--- config.mk ---
export PLATFORM = sky130hd
export DESIGN_NAME = instr_split_stage_flat
export DESIGN_NICKNAME = d
export VERILOG_FILES = /design/src/rtl/instr_split_stage_pkg.sv /design/src/rtl/instr_split_stage_if.sv /design/src/rtl/instr_split_stage_eop_decode.sv /design/src/rtl/instr_split_stage.sv /design/src/flat_wrapper.sv
export SDC_FILE = /design/constraint.sdc
export NUM_CORES = 1
export LEC_CHECK = 0
export BUFFER_PORTS_ARGS = -buffer_cell sky130_fd_sc_hd__buf_2
export CAP_MARGIN = 0
export CORE_UTILIZATION = 32
export CTS_CLUSTER_DIAMETER = 30
export DETAILED_ROUTE_END_ITERATION = 8
export HOLD_SLACK_MARGIN = 0.08
export PLACE_DENSITY = 0.55
export SYNTH_ARGS = -nofsm -noshare
export SYNTH_HDL_FRONTEND = slang
export SYNTH_SLANG_ARGS = --single-unit
--- constraint.sdc ---
create_clock -name clk -period 2.2 [get_ports clk]
set_input_delay 0.33 -clock clk [delete_from_list [all_inputs] [get_ports clk]]
set_output_delay 0.33 -clock clk [all_outputs]
set_load 0.005 [all_outputs]
--- src/rtl/instr_split_stage_pkg.sv ---
// instr_split_stage_pkg: shared opcodes, extender-op codes and stage storage types
// Package instr_pkg: no ports. Provides OP_* opcode values, EOP_* extender
// opcodes, fields_t (instruction split into MIPS fields), entry_t (one
// decoded instruction as held by the stage) and state_t (skid-buffer fill state).
package instr_pkg;

   localparam logic [5:0] OP_RTYPE = 6'h00;
   localparam logic [5:0] OP_J     = 6'h02;
   localparam logic [5:0] OP_JAL   = 6'h03;
   localparam logic [5:0] OP_BEQ   = 6'h04;
   localparam logic [5:0] OP_BNE   = 6'h05;
   localparam logic [5:0] OP_ADDI  = 6'h08;
   localparam logic [5:0] OP_ADDIU = 6'h09;
   localparam logic [5:0] OP_ANDI  = 6'h0C;
   localparam logic [5:0] OP_ORI   = 6'h0D;
   localparam logic [5:0] OP_XORI  = 6'h0E;
   localparam logic [5:0] OP_LUI   = 6'h0F;
   localparam logic [5:0] OP_LW    = 6'h23;
   localparam logic [5:0] OP_SW    = 6'h2B;

   localparam logic [1:0] EOP_SIGN = 2'd0;
   localparam logic [1:0] EOP_ZERO = 2'd1;
   localparam logic [1:0] EOP_LUI  = 2'd2;
   localparam logic [1:0] EOP_BR   = 2'd3;

   typedef struct packed {
      logic [5:0] op;
      logic [4:0] rs;
      logic [4:0] rt;
      logic [4:0] rd;
      logic [4:0] shamt;
      logic [5:0] funct;
   } fields_t;

   typedef struct packed {
      fields_t     f;
      logic [31:0] pc;
      logic [1:0]  eop;
      logic        illegal;
   } entry_t;

   typedef enum logic [1:0] {EMPTY, ONE, TWO} state_t;

endpackage

--- src/rtl/instr_split_stage_if.sv ---
// instr_split_stage_if: fetch-side and extender-side handshake bundle of the split stage
// Input side : in_valid, in_ready, in_instr[31:0], in_pc[31:0]
// Output side: out_valid, out_ready, out_pc, out_op, out_rs, out_rt, out_rd,
//              out_shamt, out_funct, out_imm, out_index, out_eop, out_illegal
// slave  = the stage itself, master = the surrounding fetch/extender logic.
interface instr_split_stage_if;

   logic        in_valid;
   logic        in_ready;
   logic [31:0] in_instr;
   logic [31:0] in_pc;
   logic        out_valid;
   logic        out_ready;
   logic [31:0] out_pc;
   logic [5:0]  out_op;
   logic [4:0]  out_rs;
   logic [4:0]  out_rt;
   logic [4:0]  out_rd;
   logic [4:0]  out_shamt;
   logic [5:0]  out_funct;
   logic [15:0] out_imm;
   logic [25:0] out_index;
   logic [1:0]  out_eop;
   logic        out_illegal;

   modport master (
      output in_valid, in_instr, in_pc, out_ready,
      input  in_ready, out_valid, out_pc, out_op, out_rs, out_rt, out_rd,
             out_shamt, out_funct, out_imm, out_index, out_eop, out_illegal
   );

   modport slave (
      input  in_valid, in_instr, in_pc, out_ready,
      output in_ready, out_valid, out_pc, out_op, out_rs, out_rt, out_rd,
             out_shamt, out_funct, out_imm, out_index, out_eop, out_illegal
   );

endinterface

--- src/rtl/instr_split_stage_eop_decode.sv ---
// eop_decode: maps a primary opcode to the immediate extender opcode and a legality flag
// op[5:0]  : primary opcode (instr[31:26])
// eop[1:0] : extender opcode (sign / zero / lui / branch)
// illegal  : opcode outside the supported set (eop forced to sign-extend)
module eop_decode
   import instr_pkg::*;
(
   input  logic [5:0] op,
   output logic [1:0] eop,
   output logic       illegal
);

   always_comb begin
      eop     = EOP_SIGN;
      illegal = 1'b0;
      case (op)
         OP_RTYPE, OP_ADDI, OP_ADDIU, OP_LW, OP_SW, OP_J, OP_JAL: eop = EOP_SIGN;
         OP_ANDI, OP_ORI, OP_XORI:                                eop = EOP_ZERO;
         OP_LUI:                                                  eop = EOP_LUI;
         OP_BEQ, OP_BNE:                                          eop = EOP_BR;
         default:                                                 illegal = 1'b1;
      endcase
   end

endmodule

--- src/rtl/instr_split_stage.sv ---
// instr_split_stage: registered fetch-to-extender decode stage with optional two-entry skid buffer
// clk   : rising-edge clock
// reset : asynchronous active-low reset, drops every held word
// flush : synchronous discard of all held words (and of a word offered that cycle)
// bus   : slave side of instr_split_stage_if (input words, decoded output fields)
// SKID  : 1 = main + skid register with registered in_ready, 0 = single register
module instr_split_stage
   import instr_pkg::*;
#(
   parameter bit SKID = 1'b1
) (
   input  logic                 clk,
   input  logic                 reset,
   input  logic                 flush,
   instr_split_stage_if.slave   bus
);

   logic [1:0] in_eop;
   logic       in_ill;
   entry_t     in_e;
   entry_t     m_q;
   logic       in_xfer;
   logic       out_xfer;

   // decode on entry so the held state already carries eop/illegal
   eop_decode u_dec (
      .op      (bus.in_instr[31:26]),
      .eop     (in_eop),
      .illegal (in_ill)
   );

   assign in_e     = {bus.in_instr, bus.in_pc, in_eop, in_ill};
   assign in_xfer  = bus.in_valid && bus.in_ready;
   assign out_xfer = bus.out_valid && bus.out_ready;

   generate
      if (SKID) begin : g_skid
         state_t state_q, state_d;
         entry_t m_d, s_q, s_d;
         logic   in_ready_q, in_ready_d;
         logic   out_valid_q, out_valid_d;
         always_comb begin
            state_d = state_q;
            m_d     = m_q;
            s_d     = s_q;
            case (state_q)
               EMPTY: begin
                  if (in_xfer) begin
                     m_d     = in_e;
                     state_d = ONE;
                  end
               end
               ONE: begin
                  if (in_xfer && !out_xfer) begin
                     s_d     = in_e;
                     state_d = TWO;
                  end else if (in_xfer) begin
                     m_d = in_e;
                  end else if (out_xfer) begin
                     state_d = EMPTY;
                  end
               end
               TWO: begin
                  if (out_xfer) begin
                     m_d     = s_q;
                     state_d = ONE;
                  end
               end
               default: state_d = EMPTY;
            endcase
            if (flush) state_d = EMPTY;
            in_ready_d  = state_d != TWO;
            out_valid_d = state_d != EMPTY;
         end
         always_ff @(posedge clk or negedge reset) begin
            if (!reset) begin
               state_q     <= EMPTY;
               m_q         <= '0;
               s_q         <= '0;
               in_ready_q  <= 1'b1;
               out_valid_q <= 1'b0;
            end else begin
               state_q     <= state_d;
               m_q         <= m_d;
               s_q         <= s_d;
               in_ready_q  <= in_ready_d;
               out_valid_q <= out_valid_d;
            end
         end
         assign bus.in_ready  = in_ready_q;
         assign bus.out_valid = out_valid_q;
      end else begin : g_reg
         logic   v_q, v_d;
         entry_t m_d;
         always_comb begin
            v_d = flush ? 1'b0 : in_xfer ? 1'b1 : out_xfer ? 1'b0 : v_q;
            m_d = (in_xfer && !flush) ? in_e : m_q;
         end
         always_ff @(posedge clk or negedge reset) begin
            if (!reset) begin
               v_q <= 1'b0;
               m_q <= '0;
            end else begin
               v_q <= v_d;
               m_q <= m_d;
            end
         end
         // single register: free when empty or being drained this cycle
         assign bus.in_ready  = !v_q || bus.out_ready;
         assign bus.out_valid = v_q;
      end
   endgenerate

   assign bus.out_pc      = m_q.pc;
   assign bus.out_op      = m_q.f.op;
   assign bus.out_rs      = m_q.f.rs;
   assign bus.out_rt      = m_q.f.rt;
   assign bus.out_rd      = m_q.f.rd;
   assign bus.out_shamt   = m_q.f.shamt;
   assign bus.out_funct   = m_q.f.funct;
   assign bus.out_imm     = {m_q.f.rd, m_q.f.shamt, m_q.f.funct};
   assign bus.out_index   = {m_q.f.rs, m_q.f.rt, m_q.f.rd, m_q.f.shamt, m_q.f.funct};
   assign bus.out_eop     = m_q.eop;
   assign bus.out_illegal = m_q.illegal;

endmodule

--- src/flat_wrapper.sv ---
// flat-port wrapper written by rule: the top's interface ports become plain ports
module instr_split_stage_flat import instr_pkg::*;
#(
   parameter bit SKID = 1'b1
)
  (clk, reset, flush, bus_in_valid, bus_in_instr, bus_in_pc, bus_out_ready, bus_in_ready, bus_out_valid, bus_out_pc, bus_out_op, bus_out_rs, bus_out_rt, bus_out_rd, bus_out_shamt, bus_out_funct, bus_out_imm, bus_out_index, bus_out_eop, bus_out_illegal);
  instr_split_stage_if bus_i ();
  input  logic clk;
  input  logic reset;
  input  logic flush;
  input wire logic [$bits(bus_i.in_valid)-1:0] bus_in_valid;
  input wire logic [$bits(bus_i.in_instr)-1:0] bus_in_instr;
  input wire logic [$bits(bus_i.in_pc)-1:0] bus_in_pc;
  input wire logic [$bits(bus_i.out_ready)-1:0] bus_out_ready;
  output wire logic [$bits(bus_i.in_ready)-1:0] bus_in_ready;
  output wire logic [$bits(bus_i.out_valid)-1:0] bus_out_valid;
  output wire logic [$bits(bus_i.out_pc)-1:0] bus_out_pc;
  output wire logic [$bits(bus_i.out_op)-1:0] bus_out_op;
  output wire logic [$bits(bus_i.out_rs)-1:0] bus_out_rs;
  output wire logic [$bits(bus_i.out_rt)-1:0] bus_out_rt;
  output wire logic [$bits(bus_i.out_rd)-1:0] bus_out_rd;
  output wire logic [$bits(bus_i.out_shamt)-1:0] bus_out_shamt;
  output wire logic [$bits(bus_i.out_funct)-1:0] bus_out_funct;
  output wire logic [$bits(bus_i.out_imm)-1:0] bus_out_imm;
  output wire logic [$bits(bus_i.out_index)-1:0] bus_out_index;
  output wire logic [$bits(bus_i.out_eop)-1:0] bus_out_eop;
  output wire logic [$bits(bus_i.out_illegal)-1:0] bus_out_illegal;
  assign bus_i.in_valid = bus_in_valid;
  assign bus_i.in_instr = bus_in_instr;
  assign bus_i.in_pc = bus_in_pc;
  assign bus_i.out_ready = bus_out_ready;
  assign bus_in_ready = bus_i.in_ready;
  assign bus_out_valid = bus_i.out_valid;
  assign bus_out_pc = bus_i.out_pc;
  assign bus_out_op = bus_i.out_op;
  assign bus_out_rs = bus_i.out_rs;
  assign bus_out_rt = bus_i.out_rt;
  assign bus_out_rd = bus_i.out_rd;
  assign bus_out_shamt = bus_i.out_shamt;
  assign bus_out_funct = bus_i.out_funct;
  assign bus_out_imm = bus_i.out_imm;
  assign bus_out_index = bus_i.out_index;
  assign bus_out_eop = bus_i.out_eop;
  assign bus_out_illegal = bus_i.out_illegal;
  instr_split_stage #(.SKID(SKID)) u_core (.clk(clk), .reset(reset), .flush(flush), .bus(bus_i));
endmodule
# [Word-level counts from Yosys, hierarchy flattened]
# Index checks and enable logic that the tools add are counted.
# Widths: inputs -> output; s select.
[totals] elab_cells=64 register_bits=138
[op_classes] n_mux=13 n_reduce_logical=13 eq_ne=17
[ops] operator="$mux 67" count=3
[ops] operator="$pmux 67 s3" count=1
[ops] operator="$eq 6x4->1 const B" count=6
[ops] operator="$reduce_or 13->1" count=1
[ops] operator="$eq 6x2->1 const B" count=2
[ops] operator="$eq 6x3->1 const B" count=2
[ops] operator="$eq 6x6->1 const B" count=2
[ops] operator="$mux 2" count=6
[ops] operator="$pmux 2 s3" count=2
[ops] operator="$logic_not 6->1" count=1
[ops] operator="$ne 2x2->1 const B" count=2
[ops] operator="$logic_and 1x1->1" count=3
[ops] operator="$reduce_and 3->1" count=1
[ops] operator="$reduce_bool 3->1" count=1
[ops] operator="$reduce_or 3->1" count=1
[ops] operator="$eq 2x1->1 const B" count=1
[ops] operator="$eq 2x2->1 const B" count=1
[ops] operator="$logic_not 2->1" count=1
[ops] operator="$ne 2x1->1 const B" count=1
[ops] operator="$reduce_and 2->1" count=1
[ops] operator="$reduce_bool 2->1" count=1
[ops] operator="$reduce_or 2->1" count=1
[ops] operator="$logic_not 1->1" count=1
[ops] operator="$mux 1" count=1

# [Longest topological paths before layout]
# Gate-level depths: netlist (run 1).
[depth] ltp_word=7 ltp_mapped=7

# [Modules after synthesis]
# A second synthesis (run 1) with hierarchy kept.
[hier_totals] hier_cells=434 area_unflattened_um2=6739.0
[by_module_without_submodules] module="instr_split_stage" n_inst=1 area_each_um2=6658.9 seq_area_each_um2=3454.6 cells_each=420
[by_module_without_submodules] module="eop_decode" n_inst=1 area_each_um2=80.1 seq_area_each_um2=0.0 cells_each=14

# [Worst setup path after synthesis (run 1)]
# Ideal clock, no wire load.
[synth_timing] kind="flip-flop to flip-flop" from="register u_core.g_skid.in_ready_q (netlist: u_core.bus.in_ready)" to="register u_core.g_skid.state_q[1]" arrival_time_ns=1.529 stages_incl_launch_ff=7 required_time_ns=2.136 slack_ns=0.607 synth_period_minus_slack_ns=1.593 cell_sequence="dfstp_2 > nand2_1 > nand4bb_1 > clkbuf_1 > buf_2 > a221o_1 > inv_1"
[synth_between] elab_chain_len=5 word_cells_on_any_way=7
[synth_rtl] item="start: declaration" line="instr_split_stage.sv:40" rtl="logic in_ready_q, in_ready_d;"
[synth_rtl] item="start signal: assignment" line="instr_split_stage.sv:86" rtl="in_ready_q <= in_ready_d;"
[synth_rtl] item="$logic_and 1x1->1 *" line="instr_split_stage.sv:33" rtl="assign in_xfer = bus.in_valid && bus.in_ready;"
[synth_rtl] item="$mux 2 / $logic_and 1x1->1 (equally long branches)" line="instr_split_stage.sv:57, instr_split_stage.sv:54"
[synth_rtl] item="$mux 2" line="instr_split_stage.sv:54" rtl="if (in_xfer && !out_xfer) begin"
[synth_rtl] item="$pmux 2 s3 *" line="instr_split_stage.sv:46" rtl="case (state_q)"
[synth_rtl] item="$mux 2 *" line="instr_split_stage.sv:71" rtl="if (flush) state_d = EMPTY;"
[synth_rtl] item="net u_core.g_skid.state_d[1]" line="instr_split_stage.sv:38" rtl="state_t state_q, state_d;"
[synth_rtl] item="end signal: assignment" line="instr_split_stage.sv:83" rtl="state_q <= state_d;"
[synth_rtl] item="end: declaration" line="instr_split_stage.sv:38"
# Mark *: on every way through the listed nets, which the timed path passes. The rest lies on a longest branch.
# A chain may end at the register's enable or synchronous reset.

# [Final worst setup path (run 1)]
[layout_timing] from="register u_core.g_skid.state_q[0]" to="register u_core.m_q, in the netlist u_core.bus.out_pc[8]"
[layout_between] elab_chain_len=3 word_cells_on_any_way=8
[layout_rtl] item="$eq 2x2->1 (tied with other cells)" line="instr_split_stage.sv:46"
[layout_rtl] item="$ne 2x1->1 (no source line) (tied with other cells)"
[layout_rtl] item="$reduce_and 3->1 (no source line)"
[layout_rtl] item="end signal: assignment" line="instr_split_stage.sv:84" rtl="m_q <= m_d;"
[layout_rtl] item="end: declaration" line="instr_split_stage.sv:21" rtl="entry_t m_q;"
# Several ways; a longest one is shown, not always the timed one.

==> impl_metrics.csv, run 1 <==
group,metric,value,unit
pwr,ir_worst_vdd,0.627,mV
cts,cts_tree,"built",
grt,grt_max_degree,59,
critical_path,worst_path_max_delay_cell,"dfrtp_1",
cts,htree_num_levels,4,
die,start_util,0.327,
timing,skew,9.53,ps
routing,final_antenna_net_count,0,
critical_path,cp_num_buf_inv,2,
timing,min_period,1830,ps
cts,cts-root-buf,"clkbuf_16",
cts,total_cts_buffers,17,
timing,grt_setup_unrepaired,"false",
grt,groute.usage.overall,0.148,
timing,worst_slew_pin_slew,593,ps
layout,final_area,7670,µm²
logic_synthesis,yosysWarningCount,0,
logic_synthesis,seq_area_frac_synth,0.565,
routing,route.detailed.wl_per_inst,14.1,µm
timing,worst_slew_margin_relative_to_its_limit,0.594,
critical_path,worst-setup-path-type,"register to register",
critical_path,critical_path.cell_chain,"or2_1 > o221ai_4 > buf_12 > buf_12 > nor2_1 > a31oi_1",
critical_path,timing.critical_path.slowest_cell_delay,490,ps
timing,hold_viol,0,
logic_synthesis,ys_seq_elements,138,
logic_synthesis,synth_cells,588,
layout,final_nets,791,
layout,share_of_cells_above_drive_strength_1,0.403,
routing,routed_wl,13700,µm
logic_synthesis,synthesized_net_count,657,
grt,grt_first_pass_wirelength,22300,µm
layout,finish.cell_count_without_fillers,970,
timing,setup_viol,0,
cts,cts_max_path_buffers,2,
logic_synthesis,synth_cell_type_count,31,
die,placeableCoreArea,18700,µm²
routing,remaining_drc_errors,0,
grt,initial_antenna_violation_count,1,
timing,fin_crit_sh,0.833,
critical_path,path_common_cell,"buf_12",
die,rows,50,
die,top_level_ports,180,
die,die_height,140,µm
routing,viasPerCell,4.59,
cts,numClockSinks,138,
die,die_width,140,µm
status,outcome,"complete, no violations",
logic_synthesis,asyncSetResetFlopFracSynth,1.00,
pwr,power_leakage,0.00353,µW
routing,drt-initial-drc-count,214,
place,dp_hpwl,8940,µm
grt,grt_overflow_total,0,
layout,areaGrowthSynthToFinish,25.5,%
die,design.die.area,19600,µm²
cts,worst_setup_hold_path_clk_slew,60,ps
logic_synthesis,syn_avg_cell_area,10.4,µm²
critical_path,setup.worst_path.start_class,"register",
critical_path,critical-path-top-delay-family,"buffers and inverters",
place,placed_area,7030,µm²
routing,first_pass_iters,5,
logic_synthesis,synth_enable_flop_cells,0,
place,port_buffers,179,
logic_synthesis,netlist_area,6110,µm²
timing,totalNegativeSetupSlack,0,ps
place,dp_slack,347,ps
timing,report.final.slew_viol_count,0,
layout,post-route-util,0.410,
place,total_instance_count_after_detailed_placement,935,
critical_path,critical_path_arrival,2170,ps
routing,num_vias,4449,
cts,post_cts.repair.setup_buffers,0,
critical_path,end_kind,"register",
flow_run,max_cap_viol_count,0,
critical_path,worstPathMaxFanout,58,
layout,fillerInstances,1821,
worst_hold_path,min-delay-path-class,"input port to register",
critical_path,required,2530,ps
timing,worst_slack,367,ps
grt,grt_pass1_vias,4225,
logic_synthesis,synth-main-ff-cell,"dfrtp_1",
timing,max_freq,546,MHz
place,routabilityCongestion,0.706,
pwr,power.density_cell_area,1170,nW/µm²
cts,clkLatencyLatePin,420,ps
==> worst register-to-register path, stage by stage (launching register included) <==
cell and delay [ps]:
dfrtp_1 490, or2_1 320, o221ai_4 200, buf_12 290
buf_12 230, nor2_1 80, a31oi_1 150
==> flip-flops by register name (all words and copies together) (netlist names), 2 cells and up <==
| signal | cells |
|---|---|
| u_core.bus.out_rt | 5 |
| u_core.g_skid.s_q | 67 |
| u_core.bus.out_rs | 5 |
| u_core.bus.out_eop | 2 |
| u_core.bus.out_op | 6 |
| u_core.bus.out_funct | 6 |
| u_core.bus.out_pc | 32 |
| u_core.bus.out_shamt | 5 |
| u_core.g_skid.state_q | 2 |
| u_core.bus.out_rd | 5 |
==> layer usage <==
layer	global-route usage	share of wire	vias to the layer above
li1	-	-	2230
met5	0	0	-
met1	0.181	0.46	2079
met2	0.239	0.46	126
met4	0.0630	0.016	0
met3	0.0485	0.057	14
==> cells in the mapped netlist (2+ instances only) <==
library cell / instances / area [µm²]
inv_1: 2 / 7.51
clkbuf_1: 12 / 45.0
buf_4: 44 / 330
o21ai_0: 3 / 15.0
o211ai_1: 3 / 22.5
nor2_1: 70 / 263
and3_1: 2 / 12.5
a21oi_1: 4 / 20.0
mux2_2: 65 / 732
buf_2: 23 / 115
nor2b_1: 2 / 12.5
nand2b_1: 3 / 18.8
dfrtp_1: 137 / 3430
nand2_1: 137 / 514
a31oi_1: 65 / 407
==> final timing paths <==
path	end	cells after the start	slack (ps)	start
worst min register to register	u_core.g_skid.s_q[2]$_DFFE_PN0P_	2	490	u_core.g_skid.s_q[2]$_DFFE_PN0P_
max in group asynchronous	u_core.bus.out_rt[2]$_DFFE_PN0P_	3	1110	reset
worst max-delay path	u_core.bus.out_pc[8]$_DFFE_PN0P_	6	370	u_core.g_skid.state_q[0]$_DFF_PN0_
worst min-delay path	u_core.g_skid.s_q[29]$_DFFE_PN0P_	2	160	bus_in_pc[26]
min in group asynchronous	u_core.g_skid.s_q[50]$_DFFE_PN0P_	2	450	reset
worst max register to register	u_core.bus.out_pc[8]$_DFFE_PN0P_	6	370	u_core.g_skid.state_q[0]$_DFF_PN0_
==> final cells by class <==
| class | instances | area, µm² | share of cell area |
|---|---|---|---|
| diodes | 1 | 2.50 | 0.000326 |
| clock buffers | 22 | 474 | 0.0618 |
| clock inverters | 10 | 141 | 0.0184 |
| inverters | 2 | 7.51 | 0.000979 |
| multi-input cells | 368 | 2180 | 0.284 |
| flip-flops and latches | 138 | 3450 | 0.451 |
| well taps | 234 | 293 | 0.0382 |
| repair buffers | 195 | 1110 | 0.145 |
==> cell usage in the layout (no fill, tap or decap), types with 2 or more instances in the layout <==
| master | n |
|---|---|
| nor2_1 | 70 |
| clkinv_2 | 2 |
| buf_12 | 7 |
| clkinv_4 | 3 |
| mux2_2 | 65 |
| clkbuf_1 | 2 |
| buf_2 | 178 |
| a21oi_1 | 4 |
| o211ai_1 | 3 |
| inv_1 | 2 |
| nand2b_1 | 2 |
| a31oi_1 | 65 |
| dlygate4sd3_1 | 2 |
| bufinv_16 | 3 |
| dfrtp_1 | 137 |
| nand2_1 | 137 |
| clkbuf_16 | 17 |
| clkinvlp_4 | 2 |
| buf_4 | 7 |
| and3_1 | 2 |
| clkbuf_8 | 3 |
| o21ai_0 | 3 |
==> stage by stage <==
stage | hold slack, ps | total power, µW
after CTS | 135 | 9140
after global routing | 143 | 9580
after detailed placement | 320 | 6120
final | 157 | 8980
after floorplan | 34.4 | 5400
after global placement | 324 | 6050
==> report_power, final <==
part	internal, µW	switching, µW	leakage [µW]	total [µW]
clock network	1870	1080	0.000296	2960
logic	1160	931	0.00165	2090
registers	3450	485	0.00159	3930
total	6490	2500	0.00353	8980
==> what timing repair did <==
item / CTS / global route
endpoints found under the hold margin: 46 / 0
resized for setup: 0 / 0
hold buffers: 2 / 0
setup endpoints to repair: 0 / 0
==> logic make-up (layout without fill, tap and decap cells) <==
group	Yosys count	count (layout)	synth area share
AO/OA/AOI/OAI	83	83	0.0905
buffers and inverters	82	229	0.0821
flip-flops	138	138	0.565
multiplexers	65	65	0.120
other	0	1	0
AND/OR/NAND/NOR	220	220	0.142
Power figures use the tool's default switching activity.
==> run 2, diff against run 1 <==
- ABC_AREA: not set -> 1
- clock period: 2.2 -> 1.7 ns (I/O delays scaled with it)
==> run 2 against run 1 <==
- fmax is 21% higher
- synthesized cell count is 25% higher
- utilization is 0.90 points higher
- critical path type unchanged
- critical endpoint is now u_core.g_skid.s_q[49]$_DFFE_PN0P_
- largest power group unchanged
- highest routed layer unchanged
==> impl_metrics.csv, run 2 <==
group,metric,value,unit
layout,share_of_cells_above_drive_strength_1,0.265,
layout,final_nets,953,
layout,fillerInstances,1916,
status,outcome,"complete, no violations",
critical_path,required,1980,ps
timing,worst_slew_margin_relative_to_its_limit,0.733,
cts,numClockSinks,138,
pwr,power_leakage,0.00414,µW
place,routabilityCongestion,0.745,
timing,setup_viol,0,
grt,grt_pass1_vias,4497,
flow_run,max_cap_viol_count,0,
logic_synthesis,syn_avg_cell_area,8.54,µm²
critical_path,r2r_cells,6,
logic_synthesis,ys_top_cells_by_area,"dfrtp_1 55%, nand2_1 13%, o21ai_0 8.0%",
timing,grt_setup_unrepaired,"false",
pwr,power_switching_share,0.304,
routing,viasPerCell,4.31,
place,dp_slack,180,ps
logic_synthesis,netlist.area_leader.share,0.546,
routing,drt-initial-drc-count,220,
grt,grt_overflow_total,0,
cts,cts_max_path_buffers,2,
logic_synthesis,synth_cell_type_count,21,
logic_synthesis,synth-main-ff-cell,"dfrtp_1",
cts,total_cts_buffers,17,
place,port_buffers,179,
critical_path,r2r-start,"u_core.bus.in_ready$_DFF_PN1_",
worst_hold_path,min-delay-path-class,"input port to register",
critical_path,worstPathMaxFanout,42,
critical_path,regToRegSetupSlack,190,ps
timing,max_freq,661,MHz
die,die_height,142,µm
grt,initial_antenna_violation_count,1,
die,placeableCoreArea,19000,µm²
critical_path,worst-setup-path-type,"register to register",
timing,totalNegativeSetupSlack,0,ps
cts,cts_tree,"built",
timing,worst_hold_margin,101,ps
routing,final_antenna_net_count,0,
logic_synthesis,synthesized_net_count,804,
routing,num_vias,4993,
timing,worst_slack,187,ps
grt,grt_first_pass_wirelength,22900,µm
critical_path,end_kind,"register",
die,top_level_ports,180,
timing,skew,5.00,ps
logic_synthesis,synthDominantAreaCellType,"dfrtp_1",
grt,groute.usage.overall,0.146,
pwr,internal_power,8170,µW
routing,remaining_drc_errors,0,
die,die_width,142,µm
pwr,pwr-share-seq,0.440,
place,dp_hpwl,9200,µm
pwr,power.share.combinational,0.247,
critical_path,setup.worst_path.start_class,"register",
logic_synthesis,yosys.cell_count.top_type,"nand2_1",
critical_path,critical_path_arrival,1790,ps
cts,cts-root-buf,"clkbuf_16",
worst_hold_path,min_from,"bus_in_pc[18]",
logic_synthesis,ys_seq_elements,138,
cts,worst_setup_hold_path_clk_slew,60,ps
logic_synthesis,netlist_area,6270,µm²
cts,clkLatencyLatePin,410,ps
grt,grt_max_degree,57,
layout,layout.cells.most_common,"nand2_1",
worst_hold_path,whs_path_depth,3,
cts,post_cts.resized_instances,0,
die,start_util,0.331,
timing,worst_slew_pin_slew,401,ps
die,rows,50,
timing,report.final.slew_viol_count,0,
pwr,net-switching-power,3560,µW
die,design.die.area,20200,µm²
logic_synthesis,seq_area_frac_synth,0.551,
logic_synthesis,asyncSetResetFlopFracSynth,1.00,
layout,areaGrowthSynthToFinish,26.6,%
cts,htree_num_levels,4,
logic_synthesis,synth_cells,735,
layout,largest_reg_flops,67,
logic_synthesis,post_synth_most_frequent_cells,"218 x nand2_1, 137 x dfrtp_1, 100 x o21ai_0",
pwr,power.density_cell_area,1480,nW/µm²
pwr,ir_worst_vdd,0.673,mV
routing,routed_wl,13800,µm
worst_hold_path,hold_path_endpoint,"u_core.g_skid.s_q[21]$_DFFE_PN0P_",
pwr,clkPwrFrac,0.312,
timing,hold_viol,0,
routing,route.detailed.wl_per_inst,11.9,µm
logic_synthesis,synth_enable_flop_cells,0,
timing,min_period,1510,ps
logic_synthesis,yosysWarningCount,0,
timing,fin_crit_sh,0.890,
routing,first_pass_iters,5,
critical_path,critical_path.reg2reg.endpoint,"u_core.g_skid.s_q[49]$_DFFE_PN0P_",
layout,mostFrequentLayoutCells,"217 x nand2_1, 178 x buf_2, 137 x dfrtp_1",
layout,largest_register,"u_core.g_skid.s_q",
==> run 2: cell count changes after synthesis, moves of 10 or more <==
cell / change
a31oi_1: -63
buf_2: -10
buf_6: +13
inv_1: +67
mux2_2: -65
nand2_1: +81
nor2_1: -57
o21ai_0: +97
o21ai_1: +90
==> run 2: stage by stage <==
step | cells | util | total power, µW | instance area, µm²
4_1_cts | 1157 | 0.419 | 11900 | 7940
3_3_place_gp | 1104 | 0.377 | 8060 | 7140
5_1_grt | 1157 | 0.419 | 12600 | 7940
3_5_place_dp | 1104 | 0.377 | 8140 | 7140
6_report | 1158 | 0.419 | 11700 | 7940
2_1_floorplan | 735 | - | 7180 | 6270
==> run 2: per-layer routing <==
metal  share of wire  track usage  routed length, µm  vias up
met5               0            0                  0        -
met4          0.0090       0.0441                124        0
met3           0.051       0.0444                697       10
met2            0.46        0.227               6300      117
met1            0.48        0.194               6660     2264
li1                -            -                  -     2602
==> run 2: cells by family after synthesis <==
kind of cell	count (synthesis)	synth area share
AO/OA/AOI/OAI	201	0.165
buffers and inverters	157	0.138
AND/OR/NAND/NOR	239	0.147
flip-flops	138	0.551
==> run 2: worst max path at each step <==
stage	from	to	slack, ps
floorplan	u_core.bus.in_ready$_DFF_PN1_	u_core.g_skid.s_q[24]$_DFFE_PN0P_	210
global placement	u_core.bus.in_ready$_DFF_PN1_	u_core.bus.out_illegal$_DFFE_PN0P_	200
detailed placement	u_core.bus.in_ready$_DFF_PN1_	u_core.g_skid.s_q[0]$_DFFE_PN0P_	180
CTS	u_core.bus.in_ready$_DFF_PN1_	u_core.bus.out_funct[5]$_DFFE_PN0P_	170
global route	u_core.bus.in_ready$_DFF_PN1_	u_core.bus.out_illegal$_DFFE_PN0P_	40
finish	u_core.bus.in_ready$_DFF_PN1_	u_core.g_skid.s_q[49]$_DFFE_PN0P_	190
==> run 2: final cells by class <==
| class | count | area (µm²) | area share |
|---|---|---|---|
| Multi-Input combinational cell | 440 | 1960 | 0.247 |
| Timing Repair Buffer | 214 | 1330 | 0.167 |
| Clock buffer | 21 | 470 | 0.0592 |
| Inverter | 73 | 277 | 0.0348 |
| Sequential cell | 138 | 3450 | 0.435 |
| Antenna cell | 1 | 2.50 | 0.000315 |
| Tap cell | 260 | 325 | 0.0410 |
| Clock inverter | 11 | 120 | 0.0151 |
==> run 2: repair_timing <==
| action | in CTS | in global routing |
|---|---|---|
| hold endpoints to repair | 52 | 0 |
| setup buffers | 0 | 0 |
| hold buffers | 21 | 0 |
==> run 2: power groups by stage <==
stage	sequential, µW	combinational (µW)	clock, µW
2_1_floorplan	5170	2020	0
3_3_place_gp	5200	2870	0
3_5_place_dp	5210	2930	0
4_1_cts	5180	2980	3760
5_1_grt	5320	3400	3890
6_report	5170	2900	3670
==> run 2: worst max-delay path: stages (launching register included) <==
cell and delay, ps:
dfstp_2 520, nand2_1 90, nor3_4 240, inv_2 80
buf_4 250, nand2_1 100, o21ai_1 60
==> run 3, diff against run 2 <==
--- a/config.mk
+++ b/config.mk
@@ -10,7 +10,8 @@
 export CAP_MARGIN = 0
-export CORE_UTILIZATION = 32
+export CORE_UTILIZATION = 52
 export CTS_CLUSTER_DIAMETER = 30
 export DETAILED_ROUTE_END_ITERATION = 8
+export GPL_TIMING_DRIVEN = 0
 export HOLD_SLACK_MARGIN = 0.08
-export PLACE_DENSITY = 0.55
+export PLACE_DENSITY = 0.81
 export SYNTH_ARGS = -nofsm -noshare
==> constraint.sdc (replaced) <==
create_clock -name clk -period 1.7 [get_ports clk]
set_input_delay 0.425 -clock clk [delete_from_list [all_inputs] [get_ports clk]]
set_output_delay 0.425 -clock clk [all_outputs]
set_load 0.005 [all_outputs]
==> run 3 against run 2 <==
- worst hold slack improved by 94 ps
- combinational power increased by 20%
- global-route usage increased by 12 points
- register-to-register slack got worse by 110 ps
- critical path depth increased by 3
- clock skew increased by 4.9 ps
- power increased by 9.0%
- the run now ends with design-rule violations left
- critical path type unchanged
==> impl_metrics.csv, run 3 (same netlist as run 2, synthesis figures left out) <==
group,metric,value,unit
status,outcome,"finished, violations left",
status,failed_checks,"design-rule violations",
critical_path,cp_num_buf_inv,3,
grt,top_usage_layer,"met2",
timing,report.final.slew_viol_count,0,
grt,grtUsageMet1,0.347,
layout,final_area,8140,µm²
layout,largest_reg_flops,67,
layout,antennaDiodeCount,0,
cts,cts-root-buf,"clkbuf_16",
critical_path,worst_path_max_delay_cell,"dfstp_2",
timing,max_freq,615,MHz
critical_path,timing.critical_path.slowest_cell_delay,540,ps
place,routabilityCongestion,0.804,
die,die_height,112,µm
place,dp_hpwl,10600,µm
cts,cts_max_path_buffers,2,
die,rows,39,
pwr,power_leakage,0.00442,µW
timing,fin_crit_sh,0.956,
routing,viasPerCell,5.08,
die,design.die.area,12500,µm²
die,die_width,112,µm
grt,grt.met3_usage,0.0457,
layout,largest_register,"u_core.g_skid.s_q",
grt,grt_overflow_total,0,
cts,clkLatencyLatePin,410,ps
grt,grt_max_degree,73,
die,top_level_ports,180,
critical_path,worst-setup-path-type,"register to register",
timing,hold_viol,0,
cts,cts_tree,"built",
place,placed_area,7380,µm²
grt,groute.usage.overall,0.263,
grt,grt.met2_usage,0.434,
layout,final_nets,1009,
cts,total_cts_buffers,17,
layout,layout.cells.most_common,"nand2_1",
timing,worst_hold_margin,195,ps
layout,areaGrowthSynthToFinish,29.8,%
layout,mostFrequentLayoutCells,"216 x nand2_1, 189 x buf_2, 137 x dfrtp_1",
timing,skew,9.92,ps
routing,first_pass_iters,9,
flow_run,max_cap_viol_count,0,
pwr,power.density_cell_area,1570,nW/µm²
timing,setup_viol,0,
critical_path,setup.worst_path.start_class,"register",
routing,final_antenna_net_count,0,
timing,worst_slew_margin_relative_to_its_limit,0.555,
routing,drt-initial-drc-count,354,
timing,min_period,1630,ps
cts,htree_num_levels,4,
critical_path,path_common_cell,"nand2_2",
worst_hold_path,min-delay-path-class,"input port to register",
grt,grt_pass1_vias,5239,
die,placeableCoreArea,11600,µm²
critical_path,required,1990,ps
critical_path,critical_path_arrival,1920,ps
die,start_util,0.542,
timing,worst_slew_pin_slew,667,ps
routing,route.detailed.wl_per_inst,14.3,µm
critical_path,critical_path.cell_chain,"nand2_2 > nand2_2 > nand3_2 > nor2_4 > inv_4 > buf_12 > buf_6 > nand2_1 > o21ai_1",
routing,num_vias,5566,
critical_path,end_kind,"register",
grt,initial_antenna_violation_count,1,
cts,worst_setup_hold_path_clk_slew,60,ps
critical_path,critical-path-top-delay-family,"flip-flops",
timing,grt_setup_unrepaired,"true",
critical_path,worstPathMaxFanout,10,
grt,grt_first_pass_wirelength,25600,µm
layout,share_of_cells_above_drive_strength_1,0.329,
cts,numClockSinks,138,
routing,routed_wl,15700,µm
pwr,ir_worst_vdd,0.875,mV
place,port_buffers,179,
routing,remaining_drc_errors,11,
layout,fillerInstances,921,
-- run 3: cell types whose count changed in the layout (fill, tap and decap cells not counted), sizes merged --
cell	delta
bufinv	+2
dlygate4sd3	-20
clkinv	-4
clkbuf	+19
inv	+1
buf	+59
clkinvlp	-1
diode	-1
-- run 3: path summary, 6_finish.rpt --
path                            slack (ps)                                  to                         startpoint  cells after the start
worst max register to register          70   u_core.bus.out_eop[1]$_DFFE_PN0P_      u_core.bus.in_ready$_DFF_PN1_                      9
min in group asynchronous              610    u_core.bus.out_pc[7]$_DFFE_PN0P_                              reset                      2
worst min register to register         480   u_core.g_skid.s_q[28]$_DFFE_PN0P_  u_core.g_skid.s_q[28]$_DFFE_PN0P_                      2
max in group asynchronous              320    u_core.bus.out_op[3]$_DFFE_PN0P_                              reset                      3
worst max-delay path                    70   u_core.bus.out_eop[1]$_DFFE_PN0P_      u_core.bus.in_ready$_DFF_PN1_                      9
worst min-delay path                   200  u_core.g_skid.state_q[1]$_DFF_PN0_                              flush                      2
-- run 3: cell type report --
class | instances | area [µm²] | share of cell area
multi-input combinational | 440 | 1970 | 0.242
buffer | 84 | 619 | 0.0761
timing repair buffer | 186 | 977 | 0.120
clock inverter | 9 | 158 | 0.0194
tap | 143 | 179 | 0.0220
clock buffer | 23 | 508 | 0.0624
inverter | 73 | 277 | 0.0340
sequential | 138 | 3450 | 0.424
-- run 3: per-stage QoR --
step / total power (µW) / instances / setup slack (ps) / utilization / setup TNS [ps]
after detailed placement: 8680 / 1058 / -135 / 0.638 / -8150
after global routing: 13500 / 1096 / -33.9 / 0.704 / -177
final: 12800 / 1096 / 74.8 / 0.704 / 0
after global placement: 8530 / 1057 / -1650 / 0.635 / -232220
after CTS: 12800 / 1096 / 10.1 / 0.701 / 0
after floorplan: 7180 / 735 / 215 / - / 0
-- run 3: per-layer routing --
layer / part of all wire / up-vias
met5: 0.00083 / -
met4: 0.015 / 2
li1: - / 2709
met3: 0.056 / 23
met1: 0.43 / 2643
met2: 0.50 / 189
-- run 3: report_power, final --
group	total (µW)	internal, µW	switching [µW]
registers	5220	4530	693
clock network	4070	2700	1380
logic	3490	1770	1730
-- run 3: what timing repair did --
item / CTS / global route
hold buffers: 1 / 0
hold endpoints to repair: 70 / 0
resized for setup: 4 / 29
pin swaps: 2 / 2
setup endpoints to repair: 53 / 96
setup buffers: 5 / 0
